[config.mk]
export PLATFORM = sky130hd
export DESIGN_NAME = reg_xfer_seq
export DESIGN_NICKNAME = d
export VERILOG_FILES = /design/src/rtl/reg_xfer_seq.sv
export SDC_FILE = /design/constraint.sdc
export NUM_CORES = 1
export LEC_CHECK = 0
export CAP_MARGIN = 40
export CORE_MARGIN = 4
export CORE_UTILIZATION = 46
export DETAILED_ROUTE_END_ITERATION = 6
export MAX_ROUTING_LAYER = met4
export PLACE_DENSITY = 0.75
export SYNTH_ARGS = -nofsm -noshare
export SYNTH_HDL_FRONTEND = slang
export SYNTH_SLANG_ARGS = --single-unit
[constraint.sdc]
create_clock -name clk50M_i -period 1.5 [get_ports clk50M_i]
set_input_delay 0.15 -clock clk50M_i [delete_from_list [all_inputs] [get_ports clk50M_i]]
set_output_delay 0.15 -clock clk50M_i [all_outputs]
set_load 0.005 [all_outputs]
[src/rtl/reg_xfer_seq.sv]
// Register-transfer sequencer: copies or exchanges two 8-bit register slices by
// driving one-hot read/write strobes and write data, then pulses done (and err).
module reg_xfer_seq #(
    parameter int unsigned NUM_REGS = 8,
    parameter int unsigned SEL_W    = 3
) (
    input  logic                clk50M_i,
    input  logic                rst_i,
    input  logic                req_valid_i,
    output logic                req_ready_o,
    input  logic [SEL_W-1:0]    req_src_i,
    input  logic [SEL_W-1:0]    req_dst_i,
    input  logic                req_swap_i,
    output logic [NUM_REGS-1:0] rd_en_o,
    output logic [NUM_REGS-1:0] wr_en_o,
    input  logic [7:0]          bus_i,
    output logic [7:0]          bus_o,
    output logic                done_o,
    output logic                err_o
);

    localparam int unsigned CMP_W = SEL_W + 1;
    localparam logic [CMP_W-1:0] NREGS_CMP = CMP_W'(NUM_REGS);

    localparam logic [2:0] ST_IDLE = 3'd0;
    localparam logic [2:0] ST_RD_A = 3'd1;
    localparam logic [2:0] ST_RD_B = 3'd2;
    localparam logic [2:0] ST_WR_B = 3'd3;
    localparam logic [2:0] ST_WR_A = 3'd4;
    localparam logic [2:0] ST_FIN  = 3'd5;

    logic [2:0]          state_q, state_d;
    logic [SEL_W-1:0]    src_q, src_d;
    logic [SEL_W-1:0]    dst_q, dst_d;
    logic                swap_q, swap_d;
    logic                err_flag_q, err_flag_d;
    logic [7:0]          tmp_a_q, tmp_a_d;
    logic [7:0]          tmp_b_q, tmp_b_d;
    logic [NUM_REGS-1:0] rd_en_q, rd_en_d;
    logic [NUM_REGS-1:0] wr_en_q, wr_en_d;
    logic [7:0]          bus_q, bus_d;
    logic                done_q, done_d;
    logic                err_q, err_d;
    logic                ready_q, ready_d;

    function automatic logic [NUM_REGS-1:0] sel_onehot(input logic [SEL_W-1:0] idx);
        return NUM_REGS'(1) << idx;
    endfunction

    // Next state, then outputs derived from the state being entered so they register alongside it
    always_comb begin
        state_d    = state_q;
        src_d      = src_q;
        dst_d      = dst_q;
        swap_d     = swap_q;
        err_flag_d = err_flag_q;
        tmp_a_d    = tmp_a_q;
        tmp_b_d    = tmp_b_q;
        bus_d      = bus_q;
        rd_en_d    = '0;
        wr_en_d    = '0;

        case (state_q)
            ST_IDLE: begin
                if (req_valid_i && ready_q) begin
                    src_d  = req_src_i;
                    dst_d  = req_dst_i;
                    swap_d = req_swap_i;
                    if (({1'b0, req_src_i} >= NREGS_CMP) || ({1'b0, req_dst_i} >= NREGS_CMP)) begin
                        err_flag_d = 1'b1;
                        state_d    = ST_FIN;
                    end else begin
                        err_flag_d = 1'b0;
                        state_d    = ST_RD_A;
                    end
                end
            end
            ST_RD_A: begin
                tmp_a_d = bus_i;
                state_d = swap_q ? ST_RD_B : ST_WR_B;
            end
            ST_RD_B: begin
                tmp_b_d = bus_i;
                state_d = ST_WR_B;
            end
            ST_WR_B: state_d = swap_q ? ST_WR_A : ST_FIN;
            ST_WR_A: state_d = ST_FIN;
            ST_FIN:  state_d = ST_IDLE;
            default: state_d = ST_IDLE;
        endcase

        // tmp_*_d forwards the value sampled this cycle into the following write
        case (state_d)
            ST_RD_A: rd_en_d = sel_onehot(src_d);
            ST_RD_B: rd_en_d = sel_onehot(dst_d);
            ST_WR_B: begin
                wr_en_d = sel_onehot(dst_d);
                bus_d   = tmp_a_d;
            end
            ST_WR_A: begin
                wr_en_d = sel_onehot(src_d);
                bus_d   = tmp_b_d;
            end
            default: ;
        endcase

        done_d  = (state_d == ST_FIN);
        err_d   = done_d & err_flag_d;
        ready_d = (state_d == ST_IDLE);
    end

    always_ff @(posedge clk50M_i) begin
        if (rst_i) begin
            state_q    <= ST_IDLE;
            src_q      <= '0;
            dst_q      <= '0;
            swap_q     <= 1'b0;
            err_flag_q <= 1'b0;
            tmp_a_q    <= 8'h00;
            tmp_b_q    <= 8'h00;
            rd_en_q    <= '0;
            wr_en_q    <= '0;
            bus_q      <= 8'h00;
            done_q     <= 1'b0;
            err_q      <= 1'b0;
            ready_q    <= 1'b1;
        end else begin
            state_q    <= state_d;
            src_q      <= src_d;
            dst_q      <= dst_d;
            swap_q     <= swap_d;
            err_flag_q <= err_flag_d;
            tmp_a_q    <= tmp_a_d;
            tmp_b_q    <= tmp_b_d;
            rd_en_q    <= rd_en_d;
            wr_en_q    <= wr_en_d;
            bus_q      <= bus_d;
            done_q     <= done_d;
            err_q      <= err_d;
            ready_q    <= ready_d;
        end
    end

    assign req_ready_o = ready_q;
    assign rd_en_o     = rd_en_q;
    assign wr_en_o     = wr_en_q;
    assign bus_o       = bus_q;
    assign done_o      = done_q;
    assign err_o       = err_q;

endmodule

# Word-level counts from Yosys, hierarchy flattened
# Cells that the tools add are included.
[word_totals]
ff_bits = 54
output_inout_bits = 27
[classes]
n_eq_ne = 9
mux = 15
reduce_logical = 5
n_shift = 2
n_bitwise = 1
[op_table]
columns = ["cell", "count"]
rows = [
  ["$pmux 8 s2", 3],
  ["$mux 8", 2],
  ["$shl 1x3->8 const A", 2],
  ["$mux 3", 5],
  ["$pmux 3 s5", 1],
  ["$eq 3x2->1 const B", 4],
  ["$eq 3x3->1 const B", 3],
  ["$eq 3x1->1 const B", 2],
  ["$logic_not 3->1", 2],
  ["$mux 1", 4],
  ["$reduce_and 2->1", 1],
  ["$reduce_bool 2->1", 1],
  ["$and 1x1->1", 1],
  ["$logic_and 1x1->1", 1],
]

# Longest topological paths before layout
[logic_depth]
ltp_word = 5
depth_mapped = 6
ltp_nobuf = 4

# Least setup slack after synthesis
# No wires, ideal clock.
[synth_path]
path_type = "flip-flop to flip-flop"
from = "reg state_q[2]"
to = "reg rd_en_q[7], in the netlist rd_en_o[7]"
required_time_ps = 1421
path_buffers = 2
path_slack_ps = 93
synth_period_minus_slack_ps = 1407
setup_time_ps = 79
t_arrival_ps = 1328
path_stages_with_launch = 7
cell_sequence = "dfxtp_1 -> buf_6 -> nor3_4 -> nand3_2 -> buf_6 -> mux2_4 -> o22ai_1"
[synth_via]
elab_chain_len = 4
word_cells_on_any_way = 14
cone_classes = "eq/ne (6); shift (2); mux (5); reduce/logical (1)"
[synth_rtl]
columns = ["item", "line_no", "rtl"]
rows = [
  ["from (decl)", "32", "logic [2:0] state_q, state_d;"],
  ["from (signal assigned)", "128", "state_q <= state_d;"],
  ["$eq 3x3->1 (tied with other cells)", "63", "case (state_q)"],
  ["$pmux 3 s5 or $mux 3 (tied branches)", "63", ""],
  ["$eq 3x2->1 (tied with other cells)", "93", "case (state_d)"],
  ["$pmux 8 s2 (*)", "93", ""],
  ["to (signal assigned)", "135", "rd_en_q <= rd_en_d;"],
  ["to (decl)", "39", "logic [NUM_REGS-1:0] rd_en_q, rd_en_d;"],
]
# Mark *: on every way between the ends. The rest lies on a longest branch, timed or not.
# A chain may end at the register's enable or synchronous reset.

# Final worst setup path
[layout_path]
from = "reg state_q[0]"
to = "reg wr_en_q[3], in the netlist wr_en_o[3]"
[layout_via]
elab_chain_len = 4
word_cells_on_any_way = 14
cone_classes = "eq/ne (6); shift (2); mux (5); reduce/logical (1)"
[layout_rtl]
columns = ["item", "line_no", "rtl"]
rows = [
  ["$eq 3x3->1 (tied with other cells)", "63", ""],
  ["$pmux 3 s5 or $mux 3 (tied branches)", "63", ""],
  ["$eq 3x3->1 (tied with other cells)", "93", ""],
  ["$pmux 8 s2 (*)", "93", ""],
  ["to (signal assigned)", "136", "wr_en_q <= wr_en_d;"],
  ["to (decl)", "40", "logic [NUM_REGS-1:0] wr_en_q, wr_en_d;"],
]
# Marks and branches as above.

==> qor.csv <==
stage,metric,value,unit
outcome,status,finished clean,
synth,syn_nets,261,
place,pre-CTS setup slack,-76.8,ps
final_layout,nets,316,
worst_setup_path,CP max FO,8,
global_routing,initial antenna violation count,0,
timing,Max Freq,0.684,GHz
routing,DRT Wirelength,5.09,mm
power,Pint,2.64,mW
cts,clock sink total,54,
worst_setup_path,CP top delay family,flip-flops,
final_layout,layout cell share with drive strength beyond 1,20.5,%
synth,Yosys warning total,0,
routing,drt pass-1 iters,4,
floorplan,Cell Rows,25,
synth,ys flop type,dfxtp_1,
synth,#FFs+latches synth,54,
cts,root buffer cell,clkbuf_8,
timing,fin. max-slew vios,0,
worst_setup_path,largest stage delay on the critical path,380,ps
worst_setup_path,Worst Path Arrival,1690,ps
worst_setup_path,Critical Path End Type,flip-flop,
cts,"Clk Latency, worst-skew pair",300,ps
power,clock share of power,20.0,%
worst_setup_path,CP bufs+invs,1,
routing,DR iter-0 viols,136,
power,share of power burned in registers,45.0,%
synth,Netlist cell types,34,
cts,H-Tree Depth,2,
timing,RSZ-0062 raised after global routing,true,
synth,largest cells by area after synthesis,"dfxtp_1 47%, mux2i_1 11%, nor2_1 4.1%, o22ai_1 4.1%, nand2_1 3.6%",
hold_path,Min-Delay Path Class,input pin to flip-flop,
synth,top post-synthesis cells by count,"54 x dfxtp_1, 25 x nor2_1, 24 x mux2i_1",
power,P per Cell Area,1240,mW/mm^2
floorplan,Chip Height,78.5,um
worst_setup_path,Worst Setup SP,state_q[0]$_SDFF_PP0_,
timing,worst setup margin,37.3,ps
synth,Yosys top cell by area,dfxtp_1,
final_layout,Layout area overhead,36.1,%
timing,Worst Hold Slack,409,ps
floorplan,io pins,45,
timing,final setup violation count,0,
synth,area share of the largest cell type after synthesis,47.3,%
synth,Post-synth EDFFs,0,
worst_setup_path,Worst Reg-to-Reg Cells,5,
timing,relative slew slack,72.8,%
floorplan,Starting Density,48.1,%
run,# Max-Cap Violations,0,
synth,Syn Area/Cell,9.40,sq um
global_routing,largest net degree at the start of global routing,17,
cts,CTS tree,done,
synth,Synth Instances,243,
timing,worst-margin pin slew,408,ps
floorplan,core area,0.00475,sq mm
routing,DR WL/cell,14.0,um
global_routing,first-pass GRT wire length,8.08,mm
hold_path,Hold EP,swap_q$_SDFFE_PP0P_,
synth,async set-or-reset flop fraction in the synthesized netlist,0,%
place,Placed Cells,355,
floorplan,Die X,78.5,um
cts,hold_buf cts,0,
worst_setup_path,Critical Path RT,1730,ps
power,Sw Ratio,31.5,%
synth,Syn Std Cell Area,0.00228,sq mm
global_routing,Global Route Usage Sum,16.9,%
cts,Num CTS Buffers,5,
final_layout,Fillers,401,
hold_path,hold path cells,3,
final_layout,post-route insts no fill,365,
worst_setup_path,cell chain of the critical path,nor3_4 -> nand3_4 -> buf_12 -> mux2_4 -> o22ai_2,
routing,Final ANT Viol Nets,0,
global_routing,vias in the first global route,1695,
place,Post-DP HPWL,3.56,mm
global_routing,gr ovfl total,0,
worst_setup_path,reg2reg setup slack,40,ps
synth,register area share after synthesis,47.3,%
power,maximum vdd drop,0.000763,V
hold_path,hold path startpoint,req_swap_i,
worst_setup_path,"slowest stage cell, crit path",dfxtp_4,
routing,DRC viols,0,
cts,worst-case clock buffer depth,2,
worst_setup_path,RR Endpoint,wr_en_o[3]$_SDFF_PP0_,
worst_setup_path,CP startpoint kind,flip-flop,
power,Logic pwr share,35.0,%
timing,final critical-path required period,1460,ps
power,NetSw,1.21,mW
timing,final hold violations,0,
cts,clock-pin transition on the worst setup and hold timing paths,90,ps
routing,Vias,1923,
worst_setup_path,worst setup path class,flip-flop to flip-flop,
place,GPL Wtd Cong,0.864,
power,Lkg Pwr,1.10,nW
worst_setup_path,reg-to-reg startpoint,state_q[0]$_SDFF_PP0_,
floorplan,Die ar.,0.00616,sq mm
final_layout,Inserted Diodes,0,
synth,most common cell in the synthesized netlist,dfxtp_1,
place,Buffers on Ports,44,
timing,clk_skew,7.18,ps
routing,vias per inst,5.27,
timing,period utilization,97.5,%
==> timing repair <==
item | in CTS | in global routing
setup buffers | 0 | 2
pin swaps | 0 | 6
gates cloned | 0 | 1
endpoints found under the setup margin | 12 | 18
gates resized for setup | 2 | 25
hold endpoints to repair | 0 | 0
==> worst register-to-register path: stages, from the launching register on <==
cell and delay [ps]:
dfxtp_4 380, nor3_4 230, nand3_4 140, buf_12 180, mux2_4 320, o22ai_2 150
==> placed cells by master (no fill, tap or decap), types with 4 or more instances in the layout <==
cell type        count
nor2_1              24
o221ai_1             8
dfxtp_1             52
clkbuf_8             5
nor3_1               4
buf_4               21
inv_1                9
a21oi_1             10
nand3b_1             7
nand4_1              8
mux2i_1             15
nor3b_1              6
clkdlybuf4s50_1     44
o22ai_1             11
mux2i_2              9
mux2_4               4
nand2_1             22
o22ai_2              4
nor2b_1              8
==> kinds of logic (layout without fill, tap and decap cells) <==
kind of cell | count (synthesis) | count (layout) | share of synthesized area, %
XOR/XNOR | 1 | 1 | 0.383
AO/OA/AOI/OAI | 38 | 38 | 11.1
multiplexers | 28 | 28 | 13.1
AND/OR/NAND/NOR | 93 | 93 | 22.0
buffers and inverters | 29 | 84 | 6.08
flip-flops | 54 | 54 | 47.3
==> metrics by stage <==
step / setup TNS [ps] / util (%) / cell area (sq um) / power [mW]
global route: -367 / 65.4 / 3110 / 4.06
finish: 0 / 65.4 / 3110 / 3.85
global placement: -130 / 60.4 / 2870 / 2.89
floorplan: 0 / - / 2280 / 2.47
CTS: 0 / 62.2 / 2960 / 3.67
detailed placement: -561 / 60.4 / 2870 / 2.92
==> layer usage <==
metal	up-vias	track usage (%)	share of wire [%]
met4	0	6.29	0.82
met5	-	-	0
li1	957	-	-
met3	4	3.33	4.0
met1	913	23.1	48
met2	49	24.7	47
==> sequential cells by signal, indices dropped and copies added, names as in the netlist, 3 cells and up <==
name     flops
state_q      3
src_q        3
tmp_b_q      8
wr_en_o      8
rd_en_o      8
bus_o        8
dst_q        3
tmp_a_q      8
==> final cells by class <==
class / instances / area, sq um / area share (%)
clock buffers: 6 / 72.6 / 2.33
clock inverters: 1 / 7.51 / 0.241
inverters: 9 / 33.8 / 1.09
multi-input cells: 160 / 1160 / 37.4
well taps: 67 / 83.8 / 2.70
flip-flops and latches: 54 / 1090 / 34.9
repair buffers: 68 / 663 / 21.3
==> power groups by stage <==
stage / Clock (mW) / Combinational [mW] / Sequential [mW]
2_1_floorplan: 0 / 0.764 / 1.71
3_5_place_dp: 0 / 1.16 / 1.76
5_1_grt: 0.850 / 1.45 / 1.76
4_1_cts: 0.785 / 1.16 / 1.72
3_3_place_gp: 0 / 1.14 / 1.75
6_report: 0.770 / 1.35 / 1.73
==> how the worst max path moves through the flow <==
stage,endpoint,slack [ps],cells past startpoint
3_5_place_dp,wr_en_o[4]$_SDFF_PP0_,-80,5
2_1_floorplan,rd_en_o[7]$_SDFF_PP0_,90,6
3_3_place_gp,wr_en_o[4]$_SDFF_PP0_,-30,5
6_report,wr_en_o[3]$_SDFF_PP0_,40,5
5_1_grt,wr_en_o[3]$_SDFF_PP0_,-50,5
4_1_cts,wr_en_o[4]$_SDFF_PP0_,20,5
No activity file was read; power rests on OpenSTA's default activity.
